## config.mk

```make
export PLATFORM = sky130hd
export DESIGN_NAME = fsm_go_sequencer_flat
export DESIGN_NICKNAME = d
export VERILOG_FILES = /design/src/rtl/fsm_go_sequencer_if.sv /design/src/rtl/fsm_go_sequencer.sv /design/src/flat_wrapper.sv
export SDC_FILE = /design/constraint.sdc
export NUM_CORES = 1
export LEC_CHECK = 0
export CORE_UTILIZATION = 40
export CTS_CLUSTER_DIAMETER = 200
export DETAILED_ROUTE_END_ITERATION = 7
export HOLD_SLACK_MARGIN = 0.06
export PLACE_DENSITY_LB_ADDON = 0.3
export REMOVE_ABC_BUFFERS = 1
export SYNTH_ARGS = -nofsm -noshare
export SYNTH_HDL_FRONTEND = slang
export SYNTH_SLANG_ARGS = --single-unit
```

## constraint.sdc

```tcl
create_clock -name clock -period 2.4 [get_ports clock]
set_input_delay 0.24 -clock clock [delete_from_list [all_inputs] [get_ports clock]]
set_output_delay 0.24 -clock clock [all_outputs]
set_load 0.01 [all_outputs]
```

## src/rtl/fsm_go_sequencer_if.sv

```systemverilog
// Handshake bundle between upstream request logic, the 4-state run FSM and fsm_go_sequencer.
// The master side drives req/err_clr and returns the FSM state. The slave side is the sequencer.
interface fsm_go_sequencer_if #(
   parameter int PEND_W = 4,
   parameter int CNT_W  = 16
);
   // req is accepted on any rising clock edge where req && req_ready.
   // There is no hold requirement: a req seen while full is simply dropped.
   logic              req;
   logic              req_ready;
   logic              go;
   logic [1:0]        state;
   logic              err_clr;
   logic [PEND_W-1:0] pending;
   logic              busy;
   logic              done;
   logic [CNT_W-1:0]  done_count;
   logic              err;

   modport master (
      output req, state, err_clr,
      input  req_ready, go, pending, busy, done, done_count, err
   );

   modport slave (
      input  req, state, err_clr,
      output req_ready, go, pending, busy, done, done_count, err
   );
endinterface

```

## src/rtl/fsm_go_sequencer.sv

```systemverilog
// Queues run requests, pulses go once per run while the run FSM is idle, then checks that the
// FSM walks 1->2->3->0 in lockstep. Reports done pulses, a wrapping count and a sticky error.
module fsm_go_sequencer #(
   parameter int PEND_W  = 4,
   parameter int CNT_W   = 16,
   parameter int MIN_GAP = 0
) (
   input  logic                clock,
   input  logic                reset_n,
   fsm_go_sequencer_if.slave   bus,
   output logic [2:0]          dbg_state_o
);

   typedef enum logic [2:0] {
      S_IDLE  = 3'd0,
      S_ISSUE = 3'd1,
      S_EXP1  = 3'd2,
      S_EXP2  = 3'd3,
      S_EXP3  = 3'd4,
      S_EXP0  = 3'd5,
      S_GAP   = 3'd6,
      S_ERR   = 3'd7
   } seq_state_e;

   localparam logic [PEND_W-1:0] PEND_MAX = '1;
   localparam logic [3:0]        GAP_LOAD = (MIN_GAP > 0) ? 4'(MIN_GAP - 1) : 4'd0;

   seq_state_e        state_q;
   logic              go_q;
   logic              busy_q;
   logic              done_q;
   logic              err_q;
   logic [PEND_W-1:0] pending_q;
   logic [PEND_W-1:0] pending_d;
   logic [CNT_W-1:0]  done_count_q;
   logic [3:0]        gap_q;

   logic req_ready;
   logic req_acc;
   logic launch;

   assign req_ready = (pending_q != PEND_MAX);
   assign req_acc   = bus.req && req_ready;
   // A nonzero FSM state while idle just delays the launch.
   assign launch    = (state_q == S_IDLE) && (pending_q != '0) && (bus.state == 2'd0);

   always_comb begin
      pending_d = pending_q;
      if (req_acc && !launch) begin
         pending_d = pending_q + 1'b1;
      end else if (!req_acc && launch) begin
         pending_d = pending_q - 1'b1;
      end
   end

   always_ff @(posedge clock or negedge reset_n) begin
      if (!reset_n) begin
         state_q      <= S_IDLE;
         go_q         <= 1'b0;
         busy_q       <= 1'b0;
         done_q       <= 1'b0;
         err_q        <= 1'b0;
         pending_q    <= '0;
         done_count_q <= '0;
         gap_q        <= 4'd0;
      end else begin
         pending_q <= pending_d;
         go_q      <= 1'b0;
         done_q    <= 1'b0;
         case (state_q)
            S_IDLE: begin
               if (launch) begin
                  state_q <= S_ISSUE;
                  go_q    <= 1'b1;
                  busy_q  <= 1'b1;
               end
            end
            S_ISSUE: begin
               state_q <= S_EXP1;
            end
            S_EXP1: begin
               if (bus.state == 2'd1) begin
                  state_q <= S_EXP2;
               end else begin
                  state_q <= S_ERR;
                  err_q   <= 1'b1;
                  busy_q  <= 1'b0;
               end
            end
            S_EXP2: begin
               if (bus.state == 2'd2) begin
                  state_q <= S_EXP3;
               end else begin
                  state_q <= S_ERR;
                  err_q   <= 1'b1;
                  busy_q  <= 1'b0;
               end
            end
            S_EXP3: begin
               if (bus.state == 2'd3) begin
                  state_q <= S_EXP0;
               end else begin
                  state_q <= S_ERR;
                  err_q   <= 1'b1;
                  busy_q  <= 1'b0;
               end
            end
            S_EXP0: begin
               busy_q <= 1'b0;
               if (bus.state == 2'd0) begin
                  done_q       <= 1'b1;
                  done_count_q <= done_count_q + 1'b1;
                  if (MIN_GAP > 0) begin
                     state_q <= S_GAP;
                     gap_q   <= GAP_LOAD;
                  end else begin
                     state_q <= S_IDLE;
                  end
               end else begin
                  state_q <= S_ERR;
                  err_q   <= 1'b1;
               end
            end
            S_GAP: begin
               if (gap_q == 4'd0) begin
                  state_q <= S_IDLE;
               end else begin
                  gap_q <= gap_q - 4'd1;
               end
            end
            S_ERR: begin
               if (bus.err_clr) begin
                  err_q   <= 1'b0;
                  state_q <= S_IDLE;
               end
            end
            default: begin
               state_q <= S_IDLE;
            end
         endcase
      end
   end

   assign bus.req_ready  = req_ready;
   assign bus.go         = go_q;
   assign bus.pending    = pending_q;
   assign bus.busy       = busy_q;
   assign bus.done       = done_q;
   assign bus.done_count = done_count_q;
   assign bus.err        = err_q;
   assign dbg_state_o    = state_q;

endmodule

```

## src/flat_wrapper.sv

```systemverilog
// flat-port wrapper written by rule: the top's interface ports become plain ports
module fsm_go_sequencer_flat 
#(
   parameter int PEND_W  = 4,
   parameter int CNT_W   = 16,
   parameter int MIN_GAP = 0
)
  (clock, reset_n, dbg_state_o, bus_req, bus_state, bus_err_clr, bus_req_ready, bus_go, bus_pending, bus_busy, bus_done, bus_done_count, bus_err);
  fsm_go_sequencer_if #(.PEND_W(PEND_W), .CNT_W(CNT_W)) bus_i ();
  input  logic clock;
  input  logic reset_n;
  output logic [2:0] dbg_state_o;
  input wire logic [$bits(bus_i.req)-1:0] bus_req;
  input wire logic [$bits(bus_i.state)-1:0] bus_state;
  input wire logic [$bits(bus_i.err_clr)-1:0] bus_err_clr;
  output wire logic [$bits(bus_i.req_ready)-1:0] bus_req_ready;
  output wire logic [$bits(bus_i.go)-1:0] bus_go;
  output wire logic [$bits(bus_i.pending)-1:0] bus_pending;
  output wire logic [$bits(bus_i.busy)-1:0] bus_busy;
  output wire logic [$bits(bus_i.done)-1:0] bus_done;
  output wire logic [$bits(bus_i.done_count)-1:0] bus_done_count;
  output wire logic [$bits(bus_i.err)-1:0] bus_err;
  assign bus_i.req = bus_req;
  assign bus_i.state = bus_state;
  assign bus_i.err_clr = bus_err_clr;
  assign bus_req_ready = bus_i.req_ready;
  assign bus_go = bus_i.go;
  assign bus_pending = bus_i.pending;
  assign bus_busy = bus_i.busy;
  assign bus_done = bus_i.done;
  assign bus_done_count = bus_i.done_count;
  assign bus_err = bus_i.err;
  fsm_go_sequencer #(.PEND_W(PEND_W), .CNT_W(CNT_W), .MIN_GAP(MIN_GAP)) u_core (.clock(clock), .reset_n(reset_n), .bus(bus_i), .dbg_state_o(dbg_state_o));
endmodule
```

After elaboration in Yosys (flattened, before gate mapping)
Cells that the tools add are included.

Register bits: 31. Bits of input ports: 6. Output and inout bits: 28.

$add $sub $neg: 4. Equal/unequal tests: 18. Multiplexer cells: 25. Bitwise operators: 1. Reduce and logical (&&, ||, !) cells: 19.

Operators by type and width (number): $pmux W3 S8 (1); $add A16 B1 Y16 const B (1); $mux W3 (5); $mux W1 (13); $eq A3 B3 Y1 const B (4); $ne A2 B2 Y1 const B (5); $pmux W1 S5 (2); $reduce_bool A5 Y1 (2); $mux W4 (2); $sub A4 B1 Y4 const B (2); $eq A3 B2 Y1 const B (2); $reduce_and A6 Y1 (1); $logic_and A1 B1 Y1 (5); $reduce_and A5 Y1 (1); $add A4 B1 Y4 const B (1); $eq A2 B2 Y1 const B (2); $logic_not A4 Y1 (1); $mux W2 (2); $ne A2 B1 Y1 const B (2); $ne A4 B4 Y1 const B (1); $reduce_and A2 Y1 (2); $reduce_bool A4 Y1 (1); $eq A3 B1 Y1 const B (1); $logic_not A3 Y1 (1); other kinds (6) (7).

Depth between registers and ports, before layout
Gate-level depths: netlist of the first run.

Word-level depth: 6. Gate-level depth with buffers: 10.

Worst setup path after synthesis of the first run
Ideal clock, no wire load.

Path type: reg2reg. Start point: register u_core.state_q[0] (netlist: u_core.dbg_state_o[0]). End point: register u_core.pending_q[3] (netlist: u_core.bus.pending[3]). Arrival: 2.344 ns. Path slack: -0.080 ns. Cell stages (with the launch flop): 9. Cell sequence: dfrtp_1 > buf_6 > or4_1 > ha_1 > inv_1 > ha_1 > a21o_1 > a2111oi_0 > o31ai_1.

Cells in the longest elaborated chain, start to end: 6.

RTL lines: start, declared (line fsm_go_sequencer.sv:28) `seq_state_e state_q;`; start signal, assigned (line fsm_go_sequencer.sv:58) `state_q <= S_IDLE;`; start signal, assigned (line fsm_go_sequencer.sv:73) `state_q <= S_ISSUE;`; start signal, assigned (line fsm_go_sequencer.sv:79) `state_q <= S_EXP1;`; $logic_not A3 Y1 * (line fsm_go_sequencer.sv:45) `assign launch = (state_q == S_IDLE) && (pending_q != '0) && (bus.state == 2'd0);`; $logic_and A1 B1 Y1 * (2 in series) (line fsm_go_sequencer.sv:45); $logic_not A1 Y1 (line fsm_go_sequencer.sv:49) `if (req_acc && !launch) begin`; $logic_and A1 B1 Y1 (line fsm_go_sequencer.sv:49); $mux W4 or $reduce_bool A2 Y1 (tied branches); end signal, assigned (line fsm_go_sequencer.sv:67) `pending_q <= pending_d;`; end, declared (line fsm_go_sequencer.sv:33) `logic [PEND_W-1:0] pending_q;`.

Every way passes the cells marked *; elsewhere a longest branch is shown, timed or not. A chain may end at the register's enable or synchronous reset.

Worst setup path after layout of the first run
Start point: register u_core.pending_q[1] (netlist: u_core.bus.pending[1]). End point: register u_core.pending_q[3] (netlist: u_core.bus.pending[3]).

Cells in the longest elaborated chain, start to end: 6.

RTL lines: branches (longest 6 deep; another with $sub A4 B1 Y4).

Parallel ways; which one is timed is not known. The select of a mux whose other input is x is not followed.

==> run_results.csv, run 1 <==
group,metric,value,unit
layout,final_area,0.00229,sq mm
drt,drc_errors,0,
power,p_per_area,995,mW/mm^2
synthesis,synth_cell_type_count,45,
layout,syn_to_final_growth,42.0,%
layout,layout.nets,214,
setup_path,critical_path_class,"reg2reg",
clock_tree,clock-sinks,31,
run,cap_violations,0,
synthesis,netlist.area_leader.share,48.1,%
sta,period_share,92.4,%
synthesis,synth_edf_count,0,
sta,setup_viol,0,
synthesis,synth_area,0.00161,sq mm
floorplanning,start_util,42.8,%
clock_tree,cts_tree,"built",
place,dpl-instance-area,0.00209,sq mm
sta,min_period,2.22,ns
clock_tree,clockBufferDepth,2,
synthesis,synthCells,149,
power,finalPower,0.00228,W
floorplanning,rows,22,
grt,grtUsageTotal,18.5,%
synthesis,ys_seq_area_share,48.1,%
setup_path,cp.buffers_inverters,1,
synthesis,ys.flop_type,"dfrtp_1",
outcome,outcome,"complete, no violations",
drt,viasPerCell,5.24,
floorplanning,io_pins,34,
floorplanning,die_w,65.5,microns
place,gp_congestion,0.782,
grt,grt_pass1_wl,5.98,mm
setup_path,crit_arrival,2.38,ns
layout,antennaDiodeCount,0,
floorplanning,core_region_area,0.00377,sq mm
worst_hold_path,hold_class,"in2async",
synthesis,yosysWarnings,0,
sta,max_freq,0.451,GHz
setup_path,cp-end-kind,"flop",
grt,grt_pass1_vias,1343,
clock_tree,hold_buffers,0,
floorplanning,fp.dieH,65.5,microns
sta,hold_violations,0,
setup_path,path_max_fanout,3,
setup_path,cp_slowest_stage_delay,0.39,ns
layout,drive_above_1_share,20.7,%
setup_path,start_kind,"flop",
sta,worst_pin_slew,0.395,ns
place,io_buffers,33,
setup_path,worst_path_max_delay_cell,"dfrtp_1",
setup_path,r2r-end,"u_core.bus.pending[3]",
clock_tree,root_buffer,"clkbuf_8",
synthesis,async_flop_share,100,%
clock_tree,path_clk_slew,0.07,ns
floorplanning,die_area,0.00429,sq mm
sta,relSlewSlack,73.7,%
synthesis,postSynthAreaPerCell,10.8,sq um
drt,wl_per_cell,14.0,microns
setup_path,r2r.worst_path.cells,9,
setup_path,worstPathCellList,"o41ai_2, or4_4, ha_4, inv_2, ha_1, a21o_1, a21oi_2, mux2i_1, o31ai_1",
clock_tree,clk_latency,0.28,ns
place,hpwl,2.50,mm
sta,tns,0,ns
clock_tree,h-tree-depth,2,
grt,grt_max_degree,32,
grt,overflow,0,
synthesis,ys_ff_latch,31,
synthesis,synth_top_cell_by_area,"dfrtp_1",
sta,finalClockSkew,0.00297,ns
setup_path,r2r-start,"u_core.bus.pending[1]",
power,cellLeakagePower,0.989,nW
power,irDropWorstVdd,0.663,mV
drt,drt_first_pass_iters,4,
drt,via_count,1316,
sta,drv_slew,0,
drt,ant_nets,0,
setup_path,crit_family,"compound AO/OA/AOI/OAI gates",
sta,rsz0062_at_grt,"false",
drt,drt-total-wl,3.51,mm
grt,antenna_found_initial,0,
layout,final_cell_mix,"clkdlybuf4s50_1 (31), dfrtp_1 (31), buf_4 (18)",
setup_path,crit_required,2.56,ns
setup_path,r2r_slack,0.18,ns
drt,drt-initial-drc-count,60,
synthesis,synth_area_leaders,"dfrtp_1 (48%), xnor2_1 (9.2%), ha_1 (3.9%)",
clock_tree,numCtsBuffers,5,
## flip-flops by register name, indices dropped and copies added, names as in the netlist
signal and count:
u_core.bus.done 1, u_core.gap_q 4, u_core.bus.busy 1, u_core.bus.go 1, u_core.bus.err 1, u_core.dbg_state_o 3
u_core.bus.done_count 16, u_core.bus.pending 4
## layout make-up
| cell class | instances | area, sq um |
|---|---|---|
| fillers | 305 | 1480 |
| well taps | 48 | 60.1 |
| inverters | 9 | 33.8 |
| clock inverters | 2 | 35.0 |
| flip-flops and latches | 31 | 776 |
| repair buffers | 51 | 467 |
| clock buffers | 6 | 82.6 |
| multi-input cells | 104 | 836 |
## kinds of logic (layout without fill, tap and decap cells)
group                    Yosys count  count (layout)  synth area share [%]
AO/OA/AOI/OAI                     21              21                  9.23
XOR/XNOR                          19              19                  10.3
adder cells (fa/ha/maj)            6               6                  5.12
buffers and inverters             14              68                  3.88
flip-flops                        31              31                  48.1
multiplexers                       4               4                  2.72
AND/OR/NAND/NOR                   54              54                  20.6
## metal layers
metal	GRT usage (%)	wire length, microns	up-vias
met4	7.07	42	0
met3	4.51	131	6
li1	-	-	631
met2	33.0	1770	26
met5	0	0	-
met1	21.0	1570	653
## synthesized netlist by cell type, types with 2 or more instances
cell type,n
inv_1,9
and2_1,2
xnor2_1,17
buf_2,2
a32o_1,2
xor2_1,2
nand3_1,8
nand4b_1,2
nand2_1,14
clkbuf_1,2
ha_1,5
nand2b_1,2
dfrtp_1,31
nand4_1,5
nor3_1,4
nand3b_1,2
a21oi_1,3
nor2_1,5
a211o_1,2
mux2_2,2
o21ai_0,4
## timing repair
action,in CTS,in global routing
pin swaps,7,3
gates cloned,0,0
setup endpoints to repair,1,3
hold endpoints to repair,0,0
buffers inserted,2,0
resized for setup,11,2
## where the power goes
part           switching (W)  total [W]  internal [W]
registers          0.0000760   0.000699      0.000623
logic               0.000492    0.00105      0.000562
clock network       0.000190   0.000526      0.000336
## how the worst max path moves through the flow
stage | slack [ns] | endpoint | from | cells after the start
2_1_floorplan | -0.12 | u_core.bus.pending[3] | u_core.dbg_state_o[2] | 7
3_3_place_gp | -0.23 | u_core.bus.pending[3] | bus_state[1] | 10
3_5_place_dp | -0.47 | u_core.bus.pending[3] | bus_state[0] | 10
4_1_cts | 0.01 | u_core.bus.pending[3] | bus_state[1] | 11
5_1_grt | 0.02 | u_core.bus.pending[3] | u_core.bus.pending[1] | 9
6_report | 0.18 | u_core.bus.pending[3] | u_core.bus.pending[1] | 9
## stage by stage
step                      instances  setup WS (ns)  hold WS (ns)  util [%]
after CTS                       251         0.0121         0.364      60.6
final                           251          0.182         0.354      60.7
after floorplan                 144         -0.122       -0.0556         -
after global placement          241         -0.229         0.463      55.5
after global routing            251         0.0234         0.379      60.7
after detailed placement        241         -0.465         0.482      55.5
No activity file was read; power rests on OpenSTA's default activity.
==> run 2: changes to the inputs <==
--- a/config.mk
+++ b/config.mk
@@ -14,3 +14,4 @@
 export SYNTH_ARGS = -nofsm -noshare
 export SYNTH_HDL_FRONTEND = slang
 export SYNTH_SLANG_ARGS = --single-unit
+export TNS_END_PERCENT = 20
==> constraint.sdc (replaced) <==
create_clock -name clock -period 2.4 [get_ports clock]
set_input_delay 0.36 -clock clock [delete_from_list [all_inputs] [get_ports clock]]
set_output_delay 0.36 -clock clock [all_outputs]
set_load 0.01 [all_outputs]
==> run_results.csv, run 2 (synthesized netlist as in run 1, its figures left out) <==
group,metric,value,unit
floorplanning,die_w,65.5,microns
layout,syn_to_final_growth,41.7,%
floorplanning,die_area,0.00429,sq mm
layout,fill_cells,306,
drt,viasPerCell,5.26,
outcome,outcome,"complete, no violations",
run,cap_violations,0,
grt,grt_max_degree,32,
grt,grt_pass1_wl,5.98,mm
drt,wl_per_cell,13.9,microns
clock_tree,clockBufferDepth,2,
place,dpl_worst_slack,-0.585,ns
grt,antenna_found_initial,0,
layout,final_area,0.00229,sq mm
sta,relSlewSlack,73.8,%
sta,worst_pin_slew,0.393,ns
grt,grt_pass1_vias,1343,
sta,period_share,93.9,%
setup_path,start_kind,"input port",
clock_tree,cts_tree,"built",
clock_tree,clk_latency,0.28,ns
clock_tree,clock-sinks,31,
floorplanning,start_util,42.8,%
floorplanning,core_region_area,0.00377,sq mm
sta,max_freq,0.444,GHz
layout,layout.nets,214,
setup_path,cp-end-kind,"flop",
place,hpwl,2.50,mm
drt,drt_first_pass_iters,4,
worst_hold_path,hold_class,"in2async",
setup_path,crit_arrival,2.41,ns
clock_tree,h-tree-depth,2,
setup_path,r2r_slack,0.18,ns
layout,final_cell_mix,"clkdlybuf4s50_1 (31), dfrtp_1 (31), buf_4 (18)",
setup_path,critical_path_class,"in2reg",
drt,via_count,1321,
floorplanning,fp.dieH,65.5,microns
layout,antennaDiodeCount,0,
power,p_per_area,997,mW/mm^2
grt,grtUsageTotal,18.5,%
sta,drv_slew,0,
place,gp_congestion,0.782,
sta,timing.hold.ws,0.473,ns
place,io_buffers,33,
sta,finalClockSkew,0.00265,ns
sta,rsz0062_at_grt,"false",
clock_tree,hold_buffers,0,
floorplanning,rows,22,
layout,largest_reg_flops,16,
sta,setup_viol,0,
power,finalPower,0.00228,W
clock_tree,numCtsBuffers,5,
layout,drive_above_1_share,20.7,%
place,dpl-instance-area,0.00209,sq mm
drt,ant_nets,0,
sta,timing.final.ws_setup,0.147,ns
setup_path,path_max_fanout,3,
floorplanning,io_pins,34,
power,cellLeakagePower,0.981,nW
drt,drt-total-wl,3.50,mm
setup_path,crit_required,2.56,ns
drt,drc_errors,0,
drt,drt-initial-drc-count,62,
grt,overflow,0,
sta,min_period,2.25,ns
sta,hold_violations,0,
clock_tree,path_clk_slew,0.07,ns
clock_tree,root_buffer,"clkbuf_8",
power,irDropWorstVdd,0.664,mV
-- run 2: worst max-delay path, cell delays in order --
cell and delay, ns:
dlygate4sd2_1 0.26, nor2_2 0.12, o41ai_2 0.08, or4_4 0.46, ha_4 0.19, inv_2 0.05, ha_1 0.22, a21o_1 0.22
a21oi_2 0.17, mux2i_1 0.19, o31ai_1 0.09
-- run 2: path summary, 6_finish.rpt --
check                      depth (start not counted)                   endpoint                       from
max                                               11      u_core.bus.pending[3]               bus_state[0]
min                                                2            u_core.bus.done                    reset_n
max reg2reg                                        9      u_core.bus.pending[3]      u_core.bus.pending[1]
min reg2reg                                        1  u_core.bus.done_count[14]  u_core.bus.done_count[14]
max in group asynchronous                          2              u_core.bus.go                    reset_n
min in group clock                                 1  u_core.bus.done_count[14]  u_core.bus.done_count[14]
-- run 2: area by class of cell --
cell class                 count  area [sq um]  share of cell area (%)
inverter                       9          33.8                    1.48
sequential                    31           776                    33.9
clock inverter                 2          35.0                    1.53
timing repair buffer          51           463                    20.3
clock buffer                   6          82.6                    3.61
multi-input combinational    104           836                    36.6
tap                           48          60.1                    2.63
-- run 2: what timing repair did --
action,CTS,global route
endpoints found under the setup margin,3,2
pin swaps,7,2
setup buffers,2,0
resized for setup,12,1
-- run 2: metrics by stage --
stage / setup TNS (ns) / instances / util (%)
3_3_place_gp: -0.705 / 241 / 55.5
6_report: 0 / 251 / 60.6
2_1_floorplan: -0.122 / 144 / -
4_1_cts: 0 / 251 / 60.6
5_1_grt: 0 / 251 / 60.6
3_5_place_dp: -1.20 / 241 / 55.5
-- run 2: layer usage --
| metal | vias up | track usage (%) | wire length (microns) |
|---|---|---|---|
| li1 | 632 | - | - |
| met1 | 655 | 21.0 | 1550 |
| met2 | 28 | 33.0 | 1770 |
| met3 | 6 | 4.51 | 137 |
| met4 | 0 | 7.07 | 42 |
| met5 | - | 0 | 0 |
-- run 2: report_power, final --
| group | total, W | leakage (nW) | switching, W | internal (W) |
|---|---|---|---|---|
| clock | 0.000526 | 0.0612 | 0.000191 | 0.000336 |
| combinational | 0.00105 | 0.515 | 0.000491 | 0.000561 |
| sequential | 0.000699 | 0.405 | 0.0000757 | 0.000623 |
| total | 0.00228 | 0.981 | 0.000758 | 0.00152 |
==> run 3: changes to the inputs <==
--- a/config.mk
+++ b/config.mk
@@ -5,9 +5,11 @@
 export SDC_FILE = /design/constraint.sdc
 export NUM_CORES = 1
 export LEC_CHECK = 0
+export ABC_AREA = 1
 export CORE_UTILIZATION = 40
 export CTS_CLUSTER_DIAMETER = 200
 export DETAILED_ROUTE_END_ITERATION = 7
+export DONT_BUFFER_PORTS = 1
 export HOLD_SLACK_MARGIN = 0.06
 export PLACE_DENSITY_LB_ADDON = 0.3
 export REMOVE_ABC_BUFFERS = 1
==> constraint.sdc (replaced) <==
create_clock -name clock -period 2.64 [get_ports clock]
set_input_delay 0.396 -clock clock [delete_from_list [all_inputs] [get_ports clock]]
set_output_delay 0.396 -clock clock [all_outputs]
set_load 0.01 [all_outputs]
==> run_results.csv, run 3 <==
group,metric,value,unit
sta,max_freq,0.446,GHz
drt,drt_first_pass_iters,4,
grt,antenna_found_initial,0,
synthesis,ys_seq_area_share,43.7,%
sta,hold_violations,0,
sta,period_share,84.9,%
synthesis,synth_common_cells,"nand2_1 (78), nor2_1 (37), dfrtp_1 (31), inv_1 (25), nand3_1 (13)",
drt,drt-total-wl,3.38,mm
setup_path,crit_arrival,2.42,ns
sta,relSlewSlack,76.7,%
grt,grt_pass1_vias,1372,
sta,tns,0,ns
drt,drt-initial-drc-count,59,
sta,finalClockSkew,0.00358,ns
layout,layout.nets,256,
place,dp_cells,285,
layout,drive_above_1_share,4.92,%
synthesis,netlist.area_leader.share,43.7,%
clock_tree,cts_resized,0,
clock_tree,cts_tree,"built",
power,p_per_area,869,mW/mm^2
setup_path,crit_top_cell,"nand2_1",
synthesis,postSynthAreaPerCell,7.52,sq um
drt,drc_errors,0,
synthesis,ys_ff_latch,31,
place,io_buffers,0,
synthesis,async_flop_share,100,%
clock_tree,numCtsBuffers,5,
setup_path,critical_path_class,"reg2reg",
sta,worst_pin_slew,0.348,ns
layout,syn_to_final_growth,9.73,%
sta,min_period,2.24,ns
setup_path,worst_path_max_delay_cell,"dfrtp_1",
synthesis,synthCells,236,
power,internal_power,0.00101,W
floorplanning,io_pins,34,
run,cap_violations,0,
clock_tree,h-tree-depth,2,
sta,rsz0062_at_grt,"false",
layout,fill_cells,433,
setup_path,start_kind,"flop",
synthesis,synth_top_cell_by_area,"dfrtp_1",
setup_path,path_max_fanout,7,
power,irDropWorstVdd,0.494,mV
power,cellLeakagePower,0.945,nW
layout,final_common_cell,"nand2_1",
layout,largest_reg_flops,16,
layout,antennaDiodeCount,0,
synthesis,synth_area,0.00178,sq mm
power,finalPower,0.00169,W
grt,grt_max_degree,32,
synthesis,synth_cell_type_count,20,
clock_tree,clock-sinks,31,
place,gp_congestion,0.881,
layout,final_cell_mix,"nand2_1 (78), nor2_1 (37), dfrtp_1 (31)",
synthesis,yosysWarnings,0,
setup_path,cp-end-kind,"flop",
sta,drv_slew,0,
synthesis,synth_edf_count,0,
setup_path,worstPathCellList,"nor2_1, nand2_1, nor2_1, inv_1, ha_1, inv_1, ha_1, a21oi_1, nand2_1, and2_1, o21bai_1, nand2_1",
layout,layout.cells.non_filler,294,
clock_tree,path_clk_slew,0.07,ns
drt,viasPerCell,4.80,
floorplanning,die_area,0.00471,sq mm
floorplanning,rows,23,
worst_hold_path,hold_class,"in2reg",
setup_path,cp_slowest_stage_delay,0.48,ns
grt,grt_pass1_wl,5.99,mm
floorplanning,fp.dieH,68.6,microns
power,swShare,40.1,%
clock_tree,clk_latency,0.28,ns
power,combPwrFrac,32.3,%
setup_path,crit_required,2.82,ns
clock_tree,clockBufferDepth,2,
grt,grtUsageTotal,17.5,%
drt,via_count,1412,
clock_tree,root_buffer,"clkbuf_8",
place,hpwl,2.54,mm
drt,wl_per_cell,11.5,microns
power,p_clk_share,22.5,%
floorplanning,die_w,68.6,microns
power,p_sw,0.000679,W
synthesis,ys.flop_type,"dfrtp_1",
synthesis,synth.most_common_cell,"nand2_1",
outcome,outcome,"complete, no violations",
drt,ant_nets,0,
grt,overflow,0,
synthesis,synth_area_leaders,"dfrtp_1 (44%), nand2_1 (16%), nor2_1 (7.8%)",
floorplanning,core_region_area,0.00414,sq mm
floorplanning,start_util,42.8,%
power,pwr-share-seq,45.2,%
sta,setup_viol,0,
==> run 3: cell types whose count changed after synthesis, moves of 5 or more <==
cell     previous run  this run
xnor2_1            17         7
inv_1               9        25
nand2_1            14        78
o21ai_0             4         9
nor2_1              5        37
xor2_1              2         7
nand3_1             8        13
==> run 3: area by class of cell <==
cell class	count	area (sq um)	area share, %
Clock inverter	1	5.00	0.257
Tap cell	50	62.6	3.21
Multi-Input combinational cell	178	891	45.7
Clock buffer	6	82.6	4.24
Timing Repair Buffer	3	37.5	1.93
Inverter	25	93.8	4.82
Sequential cell	31	776	39.8
==> run 3: path summary, 6_finish.rpt <==
kind | from | end | slack [ns] | depth (start not counted)
setup / recovery | u_core.dbg_state_o[1] | u_core.bus.pending[3] | 0.40 | 12
max in group asynchronous | reset_n | u_core.dbg_state_o[1] | 1.92 | 2
min in group asynchronous | reset_n | u_core.bus.done_count[2] | 0.55 | 2
setup reg to reg | u_core.dbg_state_o[1] | u_core.bus.pending[3] | 0.40 | 12
hold / removal | bus_err_clr | u_core.dbg_state_o[0] | 0.33 | 3
hold reg to reg | u_core.gap_q[2] | u_core.gap_q[2] | 0.51 | 1
==> run 3: per-layer routing <==
metal  track usage [%]  up-vias  wire length, microns
met5                 0        -                     0
met3              6.09        9                   170
li1                  -      751                     -
met2              27.7       30                  1540
met1              20.7      622                  1590
met4              9.64        0                    87
==> run 3: what timing repair did <==
action,4_1_cts,5_1_grt
hold buffers,2,0
buffers inserted,0,0
hold endpoints to repair,31,0
==> run 3: kinds of logic after synthesis <==
kind of cell,count (synthesis),synth area share (%)
AOI/OAI and AO/OA,15,4.37
adders and majority gates,6,4.65
and+or+nand+nor,142,33.6
muxes,1,0.634
DFF,31,43.7
buffers and inverters,27,6.13
xor gates and xnor gates,14,6.91
==> run 3: power by group through the flow <==
stage,sequential (W),combinational [W],clock [W]
after global routing,0.000791,0.000646,0.000415
after floorplan,0.000762,0.000412,0
after CTS,0.000768,0.000553,0.000394
after global placement,0.000775,0.000530,0
final,0.000765,0.000546,0.000381
after detailed placement,0.000777,0.000533,0
==> run 3: critical path: cells and delay by family, from the launching register on <==
family	cells	cell delay, ns
AO/OA/AOI/OAI	2	0.24
buffers and inverters	2	0.17
flip-flops	1	0.48
AND/OR/NAND/NOR	6	0.77
adder cells (fa/ha/maj)	2	0.47
==> run 3: per-stage QoR <==
| stage | setup WS [ns] | area, sq um | util (%) | hold WS [ns] |
|---|---|---|---|---|
| floorplan | 0.565 | 1760 | - | 0.100 |
| global route | 0.0690 | 1950 | 47.0 | 0.335 |
| finish | 0.399 | 1950 | 47.0 | 0.327 |
| detailed placement | 0.384 | 1830 | 44.2 | 0.101 |
| global placement | 0.430 | 1830 | 44.2 | 0.101 |
| CTS | 0.373 | 1950 | 47.0 | 0.325 |
